`config.mk`:
```
export PLATFORM = sky130hd
export DESIGN_NAME = logical_tile_io_input_pad_conditioner
export DESIGN_NICKNAME = d
export VERILOG_FILES = /design/src/rtl/io_tile_pkg.sv /design/src/rtl/io_pad_sync_chain.sv /design/src/rtl/logical_tile_io_input_pad_conditioner.sv
export SDC_FILE = /design/constraint.sdc
export NUM_CORES = 1
export LEC_CHECK = 0
export BUFFER_PORTS_ARGS = -buffer_cell sky130_fd_sc_hd__buf_4
export CAP_MARGIN = 25
export CORE_MARGIN = 10
export CORE_UTILIZATION = 57
export DETAILED_ROUTE_END_ITERATION = 10
export PLACE_DENSITY_LB_ADDON = 0.12
export SYNTH_ARGS = -nofsm -noshare
export SYNTH_HDL_FRONTEND = slang
export SYNTH_SLANG_ARGS = --single-unit
```
`constraint.sdc`:
```
create_clock -name clk -period 3.7 [get_ports clk]
set_input_delay 0.74 -clock clk [delete_from_list [all_inputs] [get_ports clk]]
set_output_delay 0.74 -clock clk [all_outputs]
set_load 0.05 [all_outputs]
```
`src/rtl/io_tile_pkg.sv`:
```
// Shared definitions for the io tiles: debounce state encoding, pad reset level
// and default debounce counter width.
package io_tile_pkg;

  typedef enum logic {
    STABLE    = 1'b0,
    CANDIDATE = 1'b1
  } pad_state_t;

  localparam logic IO_PAD_RESET_LEVEL = 1'b0;
  localparam int   DEFAULT_DEBOUNCE_W = 8;

endpackage

```
`src/rtl/io_pad_sync_chain.sv`:
```
// Plain flop chain that brings an asynchronous pad into the clk domain.
module io_pad_sync_chain #(
  parameter int   SYNC_STAGES = 2,
  parameter logic RESET_LEVEL = 1'b0
) (
  input  logic clk,
  input  logic rst_n,
  input  logic d,
  output logic q
);

  logic [SYNC_STAGES-1:0] sync_q;

  always_ff @(posedge clk) begin
    if (!rst_n) begin
      sync_q <= {SYNC_STAGES{RESET_LEVEL}};
    end else begin
      sync_q <= {sync_q[SYNC_STAGES-2:0], d};
    end
  end

  assign q = sync_q[SYNC_STAGES-1];

endmodule

```
`src/rtl/logical_tile_io_input_pad_conditioner.sv`:
```
// GPIN receive tile: synchronizes and debounces the pad, drives the clean level
// to the fabric and reports each committed edge through a one-entry event buffer.
//
// Event handshake: an event is offered while evt_valid = 1 and is consumed on any
// clk edge where evt_valid & evt_ready; evt_valid/evt_rise/evt_overflow are
// registered and never depend combinationally on evt_ready.
module logical_tile_io_input_pad_conditioner
  import io_tile_pkg::*;
#(
  parameter int   SYNC_STAGES = 2,
  parameter int   DEBOUNCE_W  = DEFAULT_DEBOUNCE_W,
  parameter logic RESET_LEVEL = IO_PAD_RESET_LEVEL
) (
  input  logic                  clk,
  input  logic                  rst_n,
  input  logic                  gfpga_pad_GPIN_PAD,
  input  logic [DEBOUNCE_W-1:0] cfg_debounce_len,
  input  logic                  cfg_bypass,
  output logic                  io_input_inpad,
  output logic                  evt_valid,
  output logic                  evt_rise,
  input  logic                  evt_ready,
  output logic                  evt_overflow,
  input  logic                  ovf_clear,
  output logic                  dbg_state
);

  localparam logic [DEBOUNCE_W-1:0] CNT_MAX = {DEBOUNCE_W{1'b1}};
  localparam logic [DEBOUNCE_W-1:0] CNT_ONE = {{(DEBOUNCE_W-1){1'b0}}, 1'b1};

  logic                  sync_out;
  logic                  level;
  pad_state_t            state;
  logic [DEBOUNCE_W-1:0] cnt;
  logic                  commit;
  logic                  new_level;
  logic                  pop;

  io_pad_sync_chain #(
    .SYNC_STAGES (SYNC_STAGES),
    .RESET_LEVEL (RESET_LEVEL)
  ) u_sync (
    .clk   (clk),
    .rst_n (rst_n),
    .d     (gfpga_pad_GPIN_PAD),
    .q     (sync_out)
  );

  // The stability window is the cfg_debounce_len + 1 samples seen up to the
  // cycle cnt reaches the length; the commit edge itself does not re-sample.
  always_comb begin
    commit    = 1'b0;
    new_level = level;
    if (cfg_bypass) begin
      if (sync_out != level) begin
        commit    = 1'b1;
        new_level = sync_out;
      end
    end else if (state == CANDIDATE && cnt >= cfg_debounce_len) begin
      commit    = 1'b1;
      new_level = ~level;
    end
  end

  assign pop = evt_valid & evt_ready;

  always_ff @(posedge clk) begin
    if (!rst_n) begin
      level        <= RESET_LEVEL;
      state        <= STABLE;
      cnt          <= '0;
      evt_valid    <= 1'b0;
      evt_rise     <= 1'b0;
      evt_overflow <= 1'b0;
    end else begin
      level <= new_level;

      if (cfg_bypass) begin
        state <= STABLE;
        cnt   <= '0;
      end else begin
        case (state)
          STABLE: begin
            if (sync_out != level) begin
              state <= CANDIDATE;
              cnt   <= '0;
            end
          end
          CANDIDATE: begin
            if (commit || sync_out == level) begin
              state <= STABLE;
              cnt   <= '0;
            end else if (cnt != CNT_MAX) begin
              cnt <= cnt + CNT_ONE;
            end
          end
          default: begin
            state <= STABLE;
            cnt   <= '0;
          end
        endcase
      end

      // Oldest event is kept on overflow; a set beats a simultaneous clear.
      if (commit && (!evt_valid || pop)) begin
        evt_valid <= 1'b1;
        evt_rise  <= new_level;
      end else if (pop) begin
        evt_valid <= 1'b0;
      end

      if (commit && evt_valid && !pop) begin
        evt_overflow <= 1'b1;
      end else if (ovf_clear) begin
        evt_overflow <= 1'b0;
      end
    end
  end

  assign io_input_inpad = level;
  assign dbg_state      = state;

endmodule

```
After elaboration in Yosys (flattened, before gate mapping)
Index checks and enable logic that the tools add are counted.
{ "classes": {"n_addsub": 1, "mul": 0, "n_div": 0, "magnitude_cmp": 1, "eq_ne": 5, "shifts": 0, "mux": 16, "bitwise": 4, "reduce_logical": 12} }
{ "ops": {"columns": ["cell", "n"], "rows": [
  ["$mux W8", 3],
  ["$pmux W8 S2", 1],
  ["$mux W1", 11],
  ["$add A8 B1 Y8 const B", 1],
  ["$ge A8 B8 Y1", 1],
  ["$ne A8 B8 Y1 const B", 1],
  ["$logic_and A1 B1 Y1", 4],
  ["$reduce_bool A2 Y1", 2],
  ["$ne A3 B1 Y1 const B", 1],
  ["$not A1 Y1", 3],
  ["$logic_not A1 Y1", 2],
  ["$logic_or A1 B1 Y1", 2],
  ["$ne A2 B2 Y1 const B", 1],
  ["$pmux W1 S2", 1],
  ["$reduce_and A2 Y1", 1],
  ["$reduce_or A2 Y1", 1],
  ["$and A1 B1 Y1", 1],
  ["$eq A1 B1 Y1", 1],
  ["$ne A1 B1 Y1", 1]
]} }
{ "totals": {"reg_bits": 15, "latchBits": 0, "ramBits": 0, "romBits": 0, "inputBits": 14, "elab_cells": 46, "n_memories": 0} }

Depth between registers and ports, before layout
Gate-level depths: netlist (run 1).
{ "logic_depth": {"word_depth": 7, "depth_mapped": 8} }

Hierarchy
A second synthesis (run 1) with hierarchy kept.
{ "unflattened": {"cells_unflattened": 121, "area_unflattened_um2": 984.7} }
{ "modules_own_cells": {"columns": ["module", "n_inst", "cells_each", "area_per_inst_um2", "seq_area_each_um2"], "rows": [
  ["logical_tile_io_input_pad_conditioner", 1, 117, 932.1, 260.2],
  ["io_pad_sync_chain", 1, 4, 52.6, 40.0]
]} }

Least setup slack after synthesis (run 1)
No wires, ideal clock.
{ "synth_timing": {"path_kind": "input -> register", "startpoint": "in cfg_debounce_len[0]", "endpoint": "reg cnt[7]", "setup_ns": 0.086, "arrival_time_ns": 2.346, "required_ns": 3.614, "slack_ns": 1.268, "path_stages": 7, "n_path_buf": 1, "path_cell_list": "ha_1 > nand2b_1 > a2111o_1 > a311oi_2 > buf_6 > o211ai_1 > a211oi_1"} }
{ "synth_via": {"elab_chain_len": 7, "word_cells_on_any_way": 9} }
{ "synth_lines": {"columns": ["element", "line", "rtl"], "rows": [
  ["start, declared", "logical_tile_io_input_pad_conditioner.sv:17", "input logic [DEBOUNCE_W-1:0] cfg_debounce_len,"],
  ["$ge A8 B8 Y1 *", "logical_tile_io_input_pad_conditioner.sv:59", "end else if (state == CANDIDATE && cnt >= cfg_debounce_len) begin"],
  ["$logic_and A1 B1 Y1 *", "logical_tile_io_input_pad_conditioner.sv:59", null],
  ["$mux W1 *", "logical_tile_io_input_pad_conditioner.sv:59", null],
  ["$mux W1 *", "logical_tile_io_input_pad_conditioner.sv:54", "if (cfg_bypass) begin"],
  ["$logic_or A1 B1 Y1 *", "logical_tile_io_input_pad_conditioner.sv:90", "if (commit || sync_out == level) begin"],
  ["$mux W8 or $ne A3 B1 Y1 (tied branches)", null, null],
  ["$pmux W8 S2 or $reduce_and A2 Y1 (tied branches)", null, null],
  ["end signal, assigned", "logical_tile_io_input_pad_conditioner.sv:94", "cnt <= cnt + CNT_ONE;"],
  ["end, declared", "logical_tile_io_input_pad_conditioner.sv:34", "logic [DEBOUNCE_W-1:0] cnt;"]
]} }
Every way passes the cells marked *; elsewhere a longest branch is shown, timed or not.
A chain may end at the register's enable or synchronous reset.

Worst setup path in the final report (run 1)
{ "layout_timing": {"startpoint": "in cfg_debounce_len[0]", "endpoint": "reg cnt[3]"} }
Same word-level chain as after synthesis.

==> metrics.md, run 1 <==
| Metric | Value |
|---|---|
| Worst Hold End | `u_sync.sync_q[1]` |
| Design Power | `around 0.32 mW` |
| Post-route DRC | `0` |
| Final hold vios | `0` |
| Vias per cell | `about 5.8` |
| Slew @ Worst Pin | `a little over 0.7 ns` |
| Hold path cells | `1` |
| Unrepaired setup endpoints after global routing | `no` |
| PwrDens | `277.4 nW/µm²` |
| Filler cells | `around 130` |
| Fin cells | `155` |
| Initial Util | `62.04%` |
| Top-area cell type share of the netlist area | `a little under a third` |
| Layout net count | `165` |
| Row Count | `14` |
| Compound-cell area share of the yosys netlist | `around 22%` |
| Syn Nets | `~140` |
| Post-synth top area cell | `dfxtp_1` |
| Final Max Tran Viols | `0` |
| CP max FO | `12` |
| Setup TNS Final | `0 ns` |
| Routed wire length | `around 2.1 mm` |
| RR Endpoint | `cnt[3]` |
| CP Data Required Time | `roughly 4 ns` |
| Max Root-Sink Buffers | `2` |
| Sequential fraction of the synthesis area | `31.05%` |
| Synth Area in Adders | `around 14%` |
| Die Height | `about 61 µm` |
| RePlAce Congestion | `just over 0.8` |
| Die ar. | `about 3700 µm²` |
| Clk sink count | `15` |
| Number of buffers added on ports | `18` |
| First-iteration detailed-routing DRC count | `38` |
| CTS root buf | `clkbuf_4` |
| Routed len/inst | `approximately 14 µm` |
| Met2 usage | `19.23%` |
| Largest net degree at the start of global routing | `13` |
| Congestion Overflow GR | `0` |
| Area growth, synth to finish | `17.59%` |
| CTS tree | `done` |
| Ports | `19` |
| Largest family of logic cells by synthesized area | `simple AND/OR/NAND/NOR gates` |
| Die Wd | `just over 60 µm` |
| CP Data Arrival Time | `2.89 ns` |
| Seq cells post-synth | `15` |
| Synthesized cell area | `between 900 and 1000 µm²` |
| Worst Setup End Kind | `register` |
| Ratio of cells with drive above 1 in the final layout | `16.55%` |
| Core Area | `about 1600 µm²` |
| Clock slew at reported path FFs | `0.09 ns` |
| Global routing usage on met3 | `approximately 3.7%` |
| Clock skew | `~0.0026 ns` |
| Critical R2R Launch | `cnt[0]` |
| Most frequent cells in the layout | `18 x buf_4, 16 x nand2_1, 15 x dfxtp_1` |
| Area contributors post-synth | `dfxtp_1 31%, ha_1 14%, nand2_1 6.2%` |
| Synth cell types | `34` |
| TritonCTS buffer count | `3` |
| WS Path Type | `input pin to register` |
| Clock latency on the worst-skew pair | `between 0.2 and 0.3 ns` |
| Avg Inst Size Synth | `8.196 µm²` |
| DRT antenna net count | `0` |
| R2R depth | `7` |
| Post-CTS resize count | `0` |
| Max-cap violations | `0` |
| Leak | `around 0.50 nW` |
| H-tree levels | `1` |
| Met1 Use GR | `about 16%` |
| Period Utilization, post-route | `72.70%` |
| Worst vdd rail ir drop | `approximately 170 µV` |
| GR peak layer | `met2` |
| Post-synthesis simple-gate area fraction | `26.00%` |
| Initial antenna violation count | `0` |
| Global-route wire length before repair | `between 3 and 4 mm` |
| Post-CTS setup buffer count | `0` |
| Vias in the first global route | `866` |
| R2r setup slk | `approximately 1.1 ns` |
| Fmax | `approximately 0.37 GHz` |
| Worst slew margin | `52.84%` |
| Placed Instances | `~150` |
| Hold/Removal Path Class | `register to register` |
| Mux cell area share after synthesis | `about 1.2%` |
| Drt first pass iters | `4` |
| Commonest non-fill, non-tap cell in the layout | `buf_4` |
| Final Setup Violations | `0` |
| Status | `completed` |
| Worst hold start | `u_sync.sync_q[0]` |
| Ant diodes | `0` |
| DP HPWL | `roughly 1.7 mm` |
| Number of synthesis warnings | `0` |
| Overall Global Routing Usage | `about 12%` |
| CP Launch Type | `input pin` |
| DR vias | `between 900 and 1000` |
| CTS Hold Buffers Added | `0` |
| Worst setup startpoint | `cfg_debounce_len[0]` |
| Xor/xnor cell area share of the yosys netlist | `0%` |
| Post-Syn Instances | `between 100 and 150` |
| Final Critical Period | `around 2.7 ns` |
## cells in the mapped netlist
cell type,n
mux2_2,1
a31oi_1,6
ha_1,11
nand3b_1,1
nor2b_1,4
a32o_1,1
nor3_1,4
o311ai_0,1
or3_1,1
buf_6,1
nor2_1,6
a211oi_1,2
o21a_1,2
nand2_1,16
and3_1,1
o311ai_1,1
nor3b_1,1
inv_1,11
dfxtp_1,15
o21ai_1,2
and2_1,4
o21ai_0,2
a2111o_1,1
and4_1,2
o22ai_1,4
o211ai_1,2
nand2b_1,4
a21oi_1,3
o2111ai_1,1
nand3_1,3
a41oi_1,1
nand4_1,1
or4_1,1
a311oi_2,1
## cell type report
cell class                      instances  area, µm²  share of cell area [%]
Clock buffer                            4      26.28                   2.310
Inverter                               11      41.29                   3.630
Multi-Input combinational cell         91      614.3                   54.02
Sequential cell                        15      300.3                   26.40
Tap cell                               16      20.02                   1.760
Timing Repair Buffer                   18      135.1                   11.88
## routing by layer
layer / wire length [µm] / part of all wire [%]
met4: 23 / 1.1
met5: 0 / 0
met3: 143 / 6.7
met2: 932 / 44
met1: 1023 / 48
## per-stage QoR
stage | instance area, µm² | hold WS, ns | worst slack, ns | utilization, %
after floorplan | 967.2 | 0.4118 | 1.268 | -
after detailed placement | 1111 | 0.4177 | 0.7559 | 71.27
after global placement | 1111 | 0.4175 | 0.8050 | 71.27
final | 1137 | 0.4378 | 1.010 | 72.95
after CTS | 1137 | 0.4384 | 1.041 | 72.95
after global routing | 1137 | 0.4719 | 0.8705 | 72.95
## logic make-up (layout without fill, tap and decap cells)
group | count (synthesis) | after routing
AO/OA/AOI/OAI | 30 | 30
adder cells (fa/ha/maj) | 11 | 11
AND/OR/NAND/NOR | 49 | 49
multiplexers | 1 | 1
buffers and inverters | 12 | 33
flip-flops | 15 | 15
## report_power, final
group          switching [mW]  internal, mW
clock network          0.0514        0.0417
logic                  0.0323        0.0234
registers             0.00208         0.165
total                  0.0858         0.230
## worst max-delay path by stage
| stage | endpoint | slack (ns) | depth (start not counted) |
|---|---|---|---|
| 3_3_place_gp | cnt[3] | 0.81 | 7 |
| 4_1_cts | cnt[3] | 1.04 | 7 |
| 5_1_grt | cnt[3] | 0.87 | 7 |
| 2_1_floorplan | cnt[7] | 1.27 | 7 |
| 6_report | cnt[3] | 1.01 | 7 |
| 3_5_place_dp | cnt[3] | 0.76 | 7 |
## worst max-delay path, cell delays in order
cell and delay (ns):
buf_4 0.11, ha_1 0.27, nand2b_1 0.14, a2111o_1 0.44, a311oi_2 0.67, nand3_1 0.28, o22ai_1 0.24
## flip-flops by register name, summed over array words and instances (netlist names)
register        cells
cnt                 8
io_input_inpad      1
evt_valid           1
evt_rise            1
evt_overflow        1
dbg_state           1
u_sync.sync_q       2
(Power assumes the default switching activity.)
==> inputs of run 2 (changes only) <==
Settings changed: CORE_UTILIZATION 57 to 53.
Clock period 3.7 ns to 2.5 ns, I/O delays scaled along.
==> run 2 against run 1 <==
Power is 51% higher; final cell count up 6.5%; clock skew rose by 0.0017 ns; largest power group unchanged; count of clock-buffer cells in the layout is the same; flip-flop and latch count unchanged; worst hold slack better by 0.0078 ns; die area is 5.1% higher; routed wire length up 3.6%; core utilization down 6.0 points; clock power increased by 56%; register-to-register slack worse by 0.90 ns; global-route usage decreased by 1.1 points; highest routed layer unchanged.
==> metrics.md, run 2 (synthesized netlist as in run 1, its figures left out) <==
| Metric | Value |
|---|---|
| Die Wd | `62.72 µm (was 61.19 µm)` |
| Final hold vios | `0 (unchanged)` |
| Worst slew margin | `66.98% (was 52.84%)` |
| PwrDens | `412.0 nW/µm² (was 277.4 nW/µm²)` |
| CP Buf/Inv Count | `2 (was 1)` |
| Clock skew | `0.004244 ns (was 0.002578 ns)` |
| Initial Util | `56.01% (was 62.04%)` |
| Largest register FFs | `8 (unchanged)` |
| Final Critical Period | `between 2 and 2.5 ns` |
| CTS root buf | `clkbuf_4 (unchanged)` |
| DRT antenna net count | `0 (unchanged)` |
| Slew @ Worst Pin | `0.4935 ns (was 0.7074 ns)` |
| Worst Setup End Kind | `register (unchanged)` |
| R2r setup slk | `0.20 ns (was 1.10 ns)` |
| DP HPWL | `1.753 mm (was 1.717 mm)` |
| H-tree levels | `1 (unchanged)` |
| Fin cells | `165 (was 155)` |
| Die Height | `62.72 µm (was 61.19 µm)` |
| CP max stage cell | `a2111o_1 (was a311oi_2)` |
| Area growth, synth to finish | `19.53% (was 17.59%)` |
| First-iteration detailed-routing DRC count | `64 (was 38)` |
| Setup TNS Final | `0 ns (unchanged)` |
| Congestion Overflow GR | `0 (unchanged)` |
| RePlAce Congestion | `0.8242 (was 0.8116)` |
| Top Family by Delay on Critical Path | `compound AO/OA/AOI/OAI gates (unchanged)` |
| Global-route wire length before repair | `3.801 mm (was 3.684 mm)` |
| Row Count | `15 (was 14)` |
| Drt first pass iters | `4 (unchanged)` |
| Post-CTS resize count | `0 (unchanged)` |
| CP max FO | `12 (unchanged)` |
| Top Registers | `cnt (8), u_sync.sync_q (2) (unchanged)` |
| Routed len/inst | `13.32 µm (was 13.69 µm)` |
| CTS tree | `done (unchanged)` |
| Ant diodes | `0 (unchanged)` |
| Number of buffers added on ports | `18 (unchanged)` |
| Multi-input gate area in the final layout | `614.3 µm² (unchanged)` |
| Core Area | `1727 µm² (was 1559 µm²)` |
| Die ar. | `3934 µm² (was 3744 µm²)` |
| Dpl cell area | `1130 µm² (was 1111 µm²)` |
| WHS | `0.4456 ns (was 0.4378 ns)` |
| Max-cap violations | `0 (unchanged)` |
| Layout net count | `166 (was 165)` |
| CP Launch Type | `register (was input pin)` |
| Commonest non-fill, non-tap cell in the layout | `buf_4 (unchanged)` |
| Unrepaired setup endpoints after global routing | `no (unchanged)` |
| Post-CTS setup buffer count | `0 (unchanged)` |
| Reg power frac | `51.9% (was 52.8%)` |
| Final Cell Area | `1156 µm² (was 1137 µm²)` |
| Clock latency on the worst-skew pair | `0.29 ns (was 0.28 ns)` |
| Largest net degree at the start of global routing | `13 (unchanged)` |
| Max incr delay on CP | `0.44 ns (was 0.67 ns)` |
| Int Pwr | `0.3413 mW (was 0.2297 mW)` |
| Most frequent cells in the layout | `19 x buf_4, 16 x nand2_1, 15 x dfxtp_1 (was 18 x buf_4, 16 x nand2_1, 15 x dfxtp_1)` |
| Most flop-heavy register | `cnt (unchanged)` |
| CP Data Required Time | `2.70 ns (was 3.90 ns)` |
| Clk sink count | `15 (unchanged)` |
| Period Utilization, post-route | `between 90% and 100%` |
| Clock slew at reported path FFs | `0.10 ns (was 0.09 ns)` |
| TritonCTS buffer count | `3 (unchanged)` |
| Max Root-Sink Buffers | `2 (unchanged)` |
| Design Power | `0.4763 mW (was 0.3155 mW)` |
| Net switching fraction of the power | `28.34% (was 27.19%)` |
| Worst vdd rail ir drop | `384.7 µV (was 171.1 µV)` |
| Vias per cell | `5.430 (was 5.826)` |
| Status | `completed (unchanged)` |
| Clock share of power | `30.5% (was 29.5%)` |
| Ports | `19 (unchanged)` |
| Leak | `0.5023 nW (was 0.4975 nW)` |
| Final Max Tran Viols | `0 (unchanged)` |
| WS Path Type | `register to register (was input pin to register)` |
| Filler cells | `147 (was 131)` |
| Post-route DRC | `0 (unchanged)` |
| Final Setup Violations | `0 (unchanged)` |
| P_sw | `0.1350 mW (was 0.08578 mW)` |
| Placed Instances | `161 (was 151)` |
| CTS Hold Buffers Added | `0 (unchanged)` |
| Ratio of cells with drive above 1 in the final layout | `17.14% (was 16.55%)` |
| Fmax | `0.4348 GHz` |
| CP Data Arrival Time | `2.50 ns (was 2.89 ns)` |
| Logic pwr share | `17.6% (was 17.7%)` |
| Overall Global Routing Usage | `11.33% (was 12.40%)` |
| Hold/Removal Path Class | `input pin to register (was register to register)` |
| FF/Latch Area | `300.3 µm² (unchanged)` |
| CP Cell Sequence | `inv_1, ha_1, nand2b_1, a2111o_1, a311oi_2, buf_4, o211ai_1, a211oi_1 (was buf_4, ha_1, nand2b_1, a2111o_1, a311oi_2, nand3_1, o22ai_1)` |
| DR vias | `896 (was 903)` |
| Routed wire length | `2.198 mm (was 2.122 mm)` |
| Vias in the first global route | `827 (was 866)` |
| Initial antenna violation count | `0 (unchanged)` |
-- run 2: cell types whose count changed in the layout (fill, tap and decap cells not counted) --
cell	previous run	this run
buf_4	18	19
-- run 2: final cells by class --
| type | instances | area share [%] |
|---|---|---|
| Clock buffer | 4 | 2.273 |
| Inverter | 11 | 3.571 |
| Multi-Input combinational cell | 91 | 53.14 |
| Sequential cell | 15 | 25.97 |
| Tap cell | 25 | 2.706 |
| Timing Repair Buffer | 19 | 12.34 |
-- run 2: per-stage QoR --
step	utilization, %	setup slack [ns]
after floorplan	-	0.3080
after global placement	65.43	0.1729
after detailed placement	65.43	0.1059
after CTS	66.96	0.2257
after global routing	66.96	0.1100
final	66.96	0.2001
-- run 2: power by group through the flow --
stage,Clock (mW),Combinational [mW],Sequential [mW]
after floorplan,0,0.0408,0.263
after global placement,0,0.0818,0.252
after detailed placement,0,0.0844,0.253
after CTS,0.149,0.0847,0.247
after global routing,0.154,0.0942,0.248
final,0.145,0.0839,0.247
-- run 2: final timing paths --
path | start | endpoint | cells past startpoint
worst min register to register | u_sync.sync_q[0] | u_sync.sync_q[1] | 1
worst max register to register | cnt[0] | cnt[7] | 8
worst min-delay path | gfpga_pad_GPIN_PAD | u_sync.sync_q[0] | 2
worst max-delay path | cnt[0] | cnt[7] | 8
-- run 2: metal layers --
| layer | vias up | part of all wire [%] | global-route usage (%) |
|---|---|---|---|
| met1 | 392 | 48 | 13.81 |
| li1 | 477 | - | - |
| met2 | 25 | 48 | 18.85 |
| met5 | - | 0 | 0 |
| met4 | 0 | 0.59 | 3.352 |
| met3 | 2 | 3.2 | 3.047 |
==> inputs of run 3 (changes only) <==
Settings changed: CORE_UTILIZATION 53 to 48.
Clock period 2.5 ns to 2 ns, I/O delays scaled along.
==> run 3 against run 2 <==
The run now ends with setup timing left; combinational power increased by 53%; power increased by 29%; via count increased by 8.6%; clock skew increased by 0.0020 ns; die area increased by 7.0%; non-clock buffer count increased by 9; count of clock-buffer cells in the layout decreased by 1; core utilization increased by 2.2 points; first-iteration DRC count decreased by 75%; sequential share of layout area decreased by 3.5 points; sequential power increased by 25%; largest power group unchanged.
==> metrics.md, run 3 (synthesized netlist as in run 1, its figures left out) <==
| Metric | Value |
|---|---|
| Vias in the first global route | `930 (was 827)` |
| Clock share of power | `28.8% (was 30.5%)` |
| TritonCTS buffer count | `3 (unchanged)` |
| RR Endpoint | `cnt[3] (was cnt[7])` |
| Vias per cell | `5.528 (was 5.430)` |
| Setup TNS Final | `-0.3668 ns (was 0 ns)` |
| Fin cells | `176 (was 165)` |
| H-tree levels | `1 (unchanged)` |
| Most flop-heavy register | `cnt (unchanged)` |
| Ant diodes | `0 (unchanged)` |
| Number of buffers added on ports | `18 (unchanged)` |
| Final Cell Area | `1344 µm² (was 1156 µm²)` |
| Filler cells | `182 (was 147)` |
| Reg power frac | `50.3% (was 51.9%)` |
| Final hold vios | `0 (unchanged)` |
| Initial antenna violation count | `0 (unchanged)` |
| Hold path cells | `2 (unchanged)` |
| Hold/Removal Path Class | `input pin to register (unchanged)` |
| Worst slew margin | `49.33% (was 66.98%)` |
| Unrepaired setup endpoints after global routing | `yes (was no)` |
| Row Count | `16 (was 15)` |
| Final core utilization | `69.20% (was 66.96%)` |
| Max Root-Sink Buffers | `2 (unchanged)` |
| Worst Hold End | `u_sync.sync_q[0] (unchanged)` |
| CP Data Required Time | `2.21 ns (was 2.70 ns)` |
| DRT antenna net count | `0 (unchanged)` |
| Routed wire length | `2.477 mm (was 2.198 mm)` |
| Setup ws final | `-0.07013 ns (was 0.2001 ns)` |
| Worst hold start | `gfpga_pad_GPIN_PAD (unchanged)` |
| Ratio of cells with drive above 1 in the final layout | `33.56% (was 17.14%)` |
| Initial Util | `49.81% (was 56.01%)` |
| DP HPWL | `1.750 mm (was 1.753 mm)` |
| CTS Hold Buffers Added | `0 (unchanged)` |
| CP max FO | `8 (was 12)` |
| Clock skew | `0.006197 ns (was 0.004244 ns)` |
| Design Power | `0.6129 mW (was 0.4763 mW)` |
| Worst vdd rail ir drop | `336.0 µV (was 384.7 µV)` |
| Largest net degree at the start of global routing | `10 (was 13)` |
| Overall Global Routing Usage | `11.85% (was 11.33%)` |
| WS Path Type | `register to register (unchanged)` |
| CTS tree | `done (unchanged)` |
| Multi-input gate area in the final layout | `725.7 µm² (was 614.3 µm²)` |
| Die ar. | `4211 µm² (was 3934 µm²)` |
| Fmax | `0.4831 GHz (was 0.4348 GHz)` |
| GR peak layer | `met2 (unchanged)` |
| Global-route wire length before repair | `4.146 mm (was 3.801 mm)` |
| Logic pwr share | `20.9% (was 17.6%)` |
| Failing checks | `setup timing` |
| Largest register FFs | `8 (unchanged)` |
| CP Data Arrival Time | `2.28 ns (was 2.50 ns)` |
| Die Height | `64.89 µm (was 62.72 µm)` |
| Clk sink count | `15 (unchanged)` |
| Ports | `19 (unchanged)` |
| Most frequent cells in the layout | `27 x buf_4, 16 x nand2_1, 14 x dfxtp_1 (was 19 x buf_4, 16 x nand2_1, 15 x dfxtp_1)` |
| Clock slew at reported path FFs | `0.10 ns (about the same)` |
| Period Utilization, post-route | `103.5% (was 92.00%)` |
| RePlAce Congestion | `0.7947 (was 0.8242)` |
| R2r setup slk | `-0.07 ns (was 0.20 ns)` |
| R2R depth | `8 (unchanged)` |
| Clock latency on the worst-skew pair | `0.28 ns (was 0.29 ns)` |
| Routed len/inst | `14.07 µm (was 13.32 µm)` |
| Post-route DRC | `0 (unchanged)` |
| Pre-CTS setup slack | `-0.2458 ns (was 0.1059 ns)` |
| P_sw | `0.1783 mW (was 0.1350 mW)` |
| Die Wd | `64.89 µm (was 62.72 µm)` |
| Final Setup Violations | `8 (was 0)` |
| Global routing usage on met3 | `4.296% (was 3.047%)` |
| Max-cap violations | `0 (unchanged)` |
| Leak | `0.5676 nW (was 0.5023 nW)` |
| Layout net count | `175 (was 166)` |
| Met1 Use GR | `14.48% (was 13.81%)` |
| Final Critical Period | `2.070 ns (was 2.300 ns)` |
| First-iteration detailed-routing DRC count | `16 (was 64)` |
| CTS root buf | `clkbuf_4 (unchanged)` |
| DR vias | `973 (was 896)` |
| Area growth, synth to finish | `38.94% (was 19.53%)` |
| Net switching fraction of the power | `29.10% (was 28.34%)` |
| WHS | `0.3305 ns (was 0.4456 ns)` |
| PwrDens | `456.1 nW/µm² (was 412.0 nW/µm²)` |
| Critical R2R Launch | `cnt[0] (unchanged)` |
| Final Max Tran Viols | `0 (unchanged)` |
| Worst Setup End Kind | `register (unchanged)` |
| Int Pwr | `0.4346 mW (was 0.3413 mW)` |
| Met2 usage | `18.97% (was 18.85%)` |
| FF/Latch Area | `301.5 µm² (was 300.3 µm²)` |
| CP Launch Type | `register (unchanged)` |
| Placed Instances | `169 (was 161)` |
| Core Area | `1942 µm² (was 1727 µm²)` |
| Congestion Overflow GR | `0 (unchanged)` |
| Status | `finished, violations left (was completed)` |
| Commonest non-fill, non-tap cell in the layout | `buf_4 (unchanged)` |
| Dpl cell area | `1179 µm² (was 1130 µm²)` |
| Slew @ Worst Pin | `0.7572 ns (was 0.4935 ns)` |
| Top Registers | `cnt (8), u_sync.sync_q (2) (unchanged)` |
| Drt first pass iters | `4 (unchanged)` |
[run 3: cell types whose count changed in the layout (fill, tap and decap cells not counted), moves of 2 or more]
cell	previous run	this run
buf_4	19	27
ha_1	11	9
ha_4	0	2
o22ai_1	4	0
o22ai_2	0	4
[run 3: per-layer routing]
metal / share of wire, % / vias to the layer above
li1: - / 496
met2: 47 / 26
met4: 0.85 / 0
met5: 0 / -
met1: 47 / 449
met3: 6.0 / 2
[run 3: cell type report]
class                      count  area share (%)
sequential                    15           22.44
timing repair buffer          28           15.92
clock buffer                   3           1.676
inverter                      11           3.073
multi-input combinational     91           54.00
clock inverter                 1          0.3724
tap                           27           2.514
[run 3: worst max-delay path by stage]
stage                                    from     end  slack (ns)  cells past startpoint
after floorplan           cfg_debounce_len[0]  cnt[7]      -0.001                      7
after global placement    cfg_debounce_len[0]  cnt[2]       -0.18                      8
after detailed placement  cfg_debounce_len[0]  cnt[3]       -0.25                      8
after CTS                              cnt[0]  cnt[7]       -0.04                      8
after global routing                   cnt[0]  cnt[6]       -0.16                      8
final                                  cnt[0]  cnt[3]       -0.07                      8
[run 3: timing repair]
action | CTS | global route
pin swaps | 6 | 11
setup endpoints to repair | 7 | 12
gates resized for setup | 5 | 13
setup buffers | 2 | 2
[run 3: power by group through the flow]
| stage | combinational [mW] | clock (mW) | sequential, mW |
|---|---|---|---|
| 5_1_grt | 0.142 | 0.197 | 0.309 |
| 3_5_place_dp | 0.106 | 0 | 0.315 |
| 3_3_place_gp | 0.104 | 0 | 0.315 |
| 2_1_floorplan | 0.0509 | 0 | 0.329 |
| 6_report | 0.128 | 0.177 | 0.308 |
| 4_1_cts | 0.115 | 0.180 | 0.308 |
[run 3: worst max-delay path, cell delays in order, from the launching register on]
cell      delay (ns)
dfxtp_2         0.35
inv_2           0.05
ha_4            0.20
nand2b_4        0.13
a2111o_1        0.45
a311oi_2        0.29
buf_6           0.20
nand3_2         0.14
o22ai_2         0.21
